## src/rtl/add64_pkg.sv

```systemverilog
// add64_pkg: shared types and constants for the 64-bit adder I/O sequencer.
//   state_t        - sequencer FSM states
//   BEAT_*         - input beat index of each operand half
//   DEF_DATA_W/BUS - default operand and bus widths
package add64_pkg;

    localparam int DEF_DATA_W = 64;
    localparam int DEF_BUS_W  = DEF_DATA_W / 2;

    typedef enum logic [1:0] {
        LOAD    = 2'd0,
        SETTLE  = 2'd1,
        SEND_LO = 2'd2,
        SEND_HI = 2'd3
    } state_t;

    localparam logic [1:0] BEAT_A_LO = 2'd0;
    localparam logic [1:0] BEAT_A_HI = 2'd1;
    localparam logic [1:0] BEAT_B_LO = 2'd2;
    localparam logic [1:0] BEAT_B_HI = 2'd3;

endpackage

```

## src/rtl/add64_settle_timer.sv

```systemverilog
// add64_settle_timer: counts adder propagation cycles while the sequencer
// sits in SETTLE and flags the cycle on which the sum may be captured.
//   clk_i  - clock
//   rst_i  - asynchronous active-high reset
//   run_i  - high while waiting for the adder to settle
//   done_o - high in the cycle whose closing edge should capture the sum
module add64_settle_timer #(
    parameter int SETTLE_CYC = 2
) (
    input  logic clk_i,
    input  logic rst_i,
    input  logic run_i,
    output logic done_o
);

    localparam logic [3:0] LAST = 4'(SETTLE_CYC - 1);

    logic [3:0] settle_cnt;

    assign done_o = run_i && (settle_cnt == LAST);

    // Counter rests at zero outside SETTLE so every operation starts fresh.
    always_ff @(posedge clk_i or posedge rst_i) begin
        if (rst_i) begin
            settle_cnt <= '0;
        end else if (!run_i || done_o) begin
            settle_cnt <= '0;
        end else begin
            settle_cnt <= settle_cnt + 4'd1;
        end
    end

endmodule

```

## src/rtl/add64_io_sequencer.sv

```systemverilog
// add64_io_sequencer: streams two 64-bit operands in as four 32-bit beats
// (A_lo, A_hi, B_lo, B_hi), presents them to an external adder, waits
// SETTLE_CYC cycles, captures the sum and streams it out as S_lo, S_hi.
//   clk_i, rst_i          - clock, asynchronous active-high reset
//   in_valid_i/in_ready_o - input beat handshake, in_data_i beat
//   out_valid_o/out_ready_i - output beat handshake, out_data_o beat
//   num1_o, num2_o        - registered operands to the adder
//   sum_i                 - adder result
//   busy_o                - an operation is in progress
module add64_io_sequencer
    import add64_pkg::*;
#(
    parameter int DATA_W     = DEF_DATA_W,
    parameter int BUS_W      = DATA_W / 2,
    parameter int SETTLE_CYC = 2
) (
    input  logic              clk_i,
    input  logic              rst_i,
    input  logic              in_valid_i,
    output logic              in_ready_o,
    input  logic [BUS_W-1:0]  in_data_i,
    output logic              out_valid_o,
    input  logic              out_ready_i,
    output logic [BUS_W-1:0]  out_data_o,
    output logic [DATA_W-1:0] num1_o,
    output logic [DATA_W-1:0] num2_o,
    input  logic [DATA_W-1:0] sum_i,
    output logic              busy_o
);

    state_t             state_q, state_d;
    logic [1:0]         beat_cnt;
    logic [DATA_W-1:0]  result_q;
    logic               in_xfer;
    logic               settle_done;

    assign in_xfer = in_valid_i && in_ready_o;

    add64_settle_timer #(
        .SETTLE_CYC (SETTLE_CYC)
    ) u_settle_timer (
        .clk_i  (clk_i),
        .rst_i  (rst_i),
        .run_i  (state_q == SETTLE),
        .done_o (settle_done)
    );

    always_ff @(posedge clk_i or posedge rst_i) begin
        if (rst_i) begin
            state_q <= LOAD;
        end else begin
            state_q <= state_d;
        end
    end

    // Handshake outputs depend on state only, never on the partner's signal.
    always_comb begin
        state_d     = state_q;
        in_ready_o  = 1'b0;
        out_valid_o = 1'b0;
        out_data_o  = '0;
        case (state_q)
            LOAD: begin
                in_ready_o = 1'b1;
                if (in_xfer && beat_cnt == BEAT_B_HI) begin
                    state_d = SETTLE;
                end
            end
            SETTLE: begin
                if (settle_done) begin
                    state_d = SEND_LO;
                end
            end
            SEND_LO: begin
                out_valid_o = 1'b1;
                out_data_o  = result_q[BUS_W-1:0];
                if (out_ready_i) begin
                    state_d = SEND_HI;
                end
            end
            SEND_HI: begin
                out_valid_o = 1'b1;
                out_data_o  = result_q[DATA_W-1:BUS_W];
                if (out_ready_i) begin
                    state_d = LOAD;
                end
            end
            default: state_d = LOAD;
        endcase
    end

    assign busy_o = (state_q != LOAD) || (beat_cnt != 2'd0);

    // Operand assembly; registers keep their values after the operation.
    always_ff @(posedge clk_i or posedge rst_i) begin
        if (rst_i) begin
            beat_cnt <= 2'd0;
            num1_o   <= '0;
            num2_o   <= '0;
        end else if (in_xfer) begin
            case (beat_cnt)
                BEAT_A_LO: num1_o[BUS_W-1:0]      <= in_data_i;
                BEAT_A_HI: num1_o[DATA_W-1:BUS_W] <= in_data_i;
                BEAT_B_LO: num2_o[BUS_W-1:0]      <= in_data_i;
                default:   num2_o[DATA_W-1:BUS_W] <= in_data_i;
            endcase
            beat_cnt <= (beat_cnt == BEAT_B_HI) ? 2'd0 : beat_cnt + 2'd1;
        end
    end

    // sum_i is looked at only on the capture edge.
    always_ff @(posedge clk_i or posedge rst_i) begin
        if (rst_i) begin
            result_q <= '0;
        end else if (state_q == SETTLE && settle_done) begin
            result_q <= sum_i;
        end
    end

endmodule
```

## config.mk

```make
export PLATFORM = sky130hd
export DESIGN_NAME = add64_io_sequencer
export DESIGN_NICKNAME = d
export VERILOG_FILES = /design/src/rtl/add64_pkg.sv /design/src/rtl/add64_settle_timer.sv /design/src/rtl/add64_io_sequencer.sv
export SDC_FILE = /design/constraint.sdc
export NUM_CORES = 1
export LEC_CHECK = 0
export ABC_CLOCK_PERIOD_IN_PS = 13100
export BUFFER_PORTS_ARGS = -buffer_cell sky130_fd_sc_hd__buf_2
export CAP_MARGIN = 20
export CORE_MARGIN = 2
export CORE_UTILIZATION = 45
export DETAILED_ROUTE_END_ITERATION = 7
export PLACE_DENSITY = 0.72
export SLEW_MARGIN = 40
export SYNTH_ARGS = -nofsm -noshare
export SYNTH_HDL_FRONTEND = slang
export SYNTH_SLANG_ARGS = --single-unit
```

## constraint.sdc

```tcl
create_clock -name clk_i -period 13.1 [get_ports clk_i]
set_clock_uncertainty 0.2 [all_clocks]
set_input_delay 2.62 -clock clk_i [delete_from_list [all_inputs] [get_ports clk_i]]
set_output_delay 2.62 -clock clk_i [all_outputs]
set_load 0.01 [all_outputs]
```

==> metrics.md <==
| Metric | Value |
|---|---|
| Status | finished clean |
| Setup Fix Bufs, Post-CTS | 0 |
| Antenna-violating nets left | 0 |
| Final hold violations | 0 |
| Initial DRC Count | 179 |
| Min cycle time layout | 4.73 ns |
| Area of the die | 18600 µm² |
| Share of cells above drive strength 1 | 0.640 |
| Layout Utilization | 0.582 |
| Most frequent cells in the layout | buf_2 (262), dfrtp_1 (200), mux2_2 (187) |
| Hold Slack | 0.292 ns |
| Placed cell area | 9420 µm² |
| PortBufs | 262 |
| Seq/Total Area, Yosys | 0.634 |
| Cells after Synth | 497 |
| Yosys top cell by area | dfrtp_1 |
| Gr ovfl total | 0 |
| Hold_buf cts | 0 |
| Max cap viols | 0 |
| Antenna violations before repair | 2 |
| Slew Viols, Final | 0 |
| IO Pins | 263 |
| CTS H-tree depth | 4 |
| Synth Cell Area | 7890 µm² |
| First drt pass iteration count | 5 |
| Critical Path Fanout Max | 34 |
| Synthesized area per cell | 15.9 µm² |
| Critical path endpoint category | output port |
| Max Fclk | 211 MHz |
| Setup TNS | 0 ns |
| Rows | 48 |
| Vias per cell | 5.16 |
| CTS Buf Count | 17 |
| RSZ-0062 raised after global routing | no |
| Via Count | 5149 |
| Hold WC Path Type | flip-flop to flip-flop |
| Largest net degree at the start of global routing | 120 |
| Yosys cell types | 20 |
| Placed insts | 963 |
| Dpl hpwl | 12700 µm |
| Worst-Skew Late Latency | 0.42 ns |
| Worst Setup Path Type | flip-flop to output port |
| Slew headroom | 0.514 |
| Critical Path RT | 10.28 ns |
| Final Non-Filler Cells | 997 |
| Crit path largest cell delay | 0.61 ns |
| Synth area leaders | dfrtp_1 (63%), mux2_2 (27%), a22o_1 (3.6%) |
| Vias in the first global route | 5534 |
| CORE AREA | 17200 µm² |
| Arr. time, crit path | 1.91 ns |
| DIE HEIGHT | 136 µm |
| CTS sink cnt | 200 |
| R2r setup slk | 10.38 ns |
| Post_cts resized | 0 |
| Syn Nets | 608 |
| Flip-flop and latch count after synthesis | 200 |
| Area Overhead vs Synth | 27.0% |
| Leak Pwr | 4.98 nW |
| Clock transition at path regs | 0.07 ns |
| Ys Warns | 0 |
| Placer congestion estimate | 0.860 |
| CP max-delay cell | ha_2 |
| Nets | 868 |
| Synth top area share | 0.634 |
| Critical Path End | out_data_o[24] |
| Worst-case clock buffer depth | 2 |
| Initial Util | 0.458 |
| DRT Wirelength | 18100 µm |
| Final Setup Violations | 0 |
| Final instance area | 10000 µm² |
| Reg2reg end | result_q[47]$_DFFE_PP0P_ |
| Setup crit start | state_q[0]$_DFFE_PP0P_ |
| Die Wd | 136 µm |
| Root Buffer | clkbuf_16 |
| Remaining DRCs | 0 |
| Gr usage total | 0.199 |
| Reg2reg path depth | 6 |
| Maximum vdd drop | 0.136 mV |
| TritonCTS clock tree | built |
| Measured slew at the worst slew-check pin | 0.729 ns |
| Final period util | 0.361 |
| Most common cell after layout, fill and taps aside | buf_2 |
| First-pass GRT wire length | 28300 µm |
| Worst reg2reg path startpoint | u_settle_timer.settle_cnt[1]$_DFF_PP0_ |
| Cell Chain, Critical Path | inv_1 -> ha_2 -> a22o_1 -> buf_2 |
| PwrDens | 257 nW/µm² |
| Drt wl/cell | 18.1 µm |
| Crit path launch type | flip-flop |
[sequential cells by signal, summed over array words and instances (netlist names)]
signal and count:
num1_o 64, beat_cnt 2, num2_o 64, u_settle_timer.settle_cnt 4, state_q 2, result_q 64
[power by group]
group          leakage, nW  switching, mW  internal, mW
clock network        0.289          0.235         0.278
registers             2.42          0.167         0.922
logic                 2.26          0.460         0.511
[per-stage QoR]
stage | power (mW) | setup WS, ns
6_report | 2.57 | 8.37
5_1_grt | 2.74 | 8.18
4_1_cts | 2.60 | 8.33
3_5_place_dp | 2.08 | 8.80
3_3_place_gp | 2.03 | 8.54
2_1_floorplan | 1.66 | 4.83
[per-layer routing]
| layer | GRT usage | vias up | part of all wire |
|---|---|---|---|
| met5 | 0 | - | 0 |
| met2 | 0.333 | 186 | 0.50 |
| li1 | - | 2295 | - |
| met3 | 0.0764 | 40 | 0.073 |
| met4 | 0.0920 | 0 | 0.036 |
| met1 | 0.224 | 2628 | 0.39 |
[cell type report]
class / instances / area (µm²)
fill: 1382 / 7210
sequential: 200 / 5000
multi-input combinational: 262 / 2740
timing repair buffer: 268 / 1360
clock buffer: 19 / 453
tap: 225 / 282
clock inverter: 13 / 136
inverter: 8 / 42.5
antenna: 2 / 5.00
[cells in the mapped netlist]
cell / instances
dfrtp_1: 200
mux2_2: 187
a22o_1: 32
buf_2: 18
ha_1: 11
clkbuf_1: 9
nand2_1: 9
inv_1: 8
mux2_1: 6
nor2_1: 6
o21ai_0: 2
a222oi_1: 1
and2_1: 1
mux2i_1: 1
nand3_1: 1
nor2_4: 1
or2_2: 1
or3b_4: 1
xnor2_1: 1
xor2_1: 1
[critical path: cells and delay by family, from the launching register on]
kind,cells,cell delay (ns)
flops,1,0.40
compound gates,1,0.22
fa+ha+maj,1,0.61
buf+inv,2,0.24
[cell families after synthesis]
| family | count (synthesis) | share of synthesized area |
|---|---|---|
| DFF | 200 | 0.634 |
| adders and majority gates | 11 | 0.0174 |
| AOI/OAI and AO/OA | 35 | 0.0380 |
| xor gates and xnor gates | 2 | 0.00222 |
| buffers and inverters | 35 | 0.0195 |
| and+or+nand+nor | 20 | 0.0122 |
| muxes | 194 | 0.277 |
[how the worst min path moves through the flow]
stage                                             endpoint  cells after the start                                    from  slack (ns)
floorplan           u_settle_timer.settle_cnt[0]$_DFF_PP0_                      1  u_settle_timer.settle_cnt[0]$_DFF_PP0_        0.26
global placement                  result_q[32]$_DFFE_PP0P_                      1                result_q[32]$_DFFE_PP0P_        0.27
detailed placement                result_q[30]$_DFFE_PP0P_                      1                result_q[30]$_DFFE_PP0P_        0.28
CTS                               result_q[30]$_DFFE_PP0P_                      1                result_q[30]$_DFFE_PP0P_        0.29
global route                        num1_o[39]$_DFFE_PP0P_                      1                  num1_o[39]$_DFFE_PP0P_        0.31
finish                            result_q[30]$_DFFE_PP0P_                      1                result_q[30]$_DFFE_PP0P_        0.29
No activity file was read; power rests on OpenSTA's default activity.
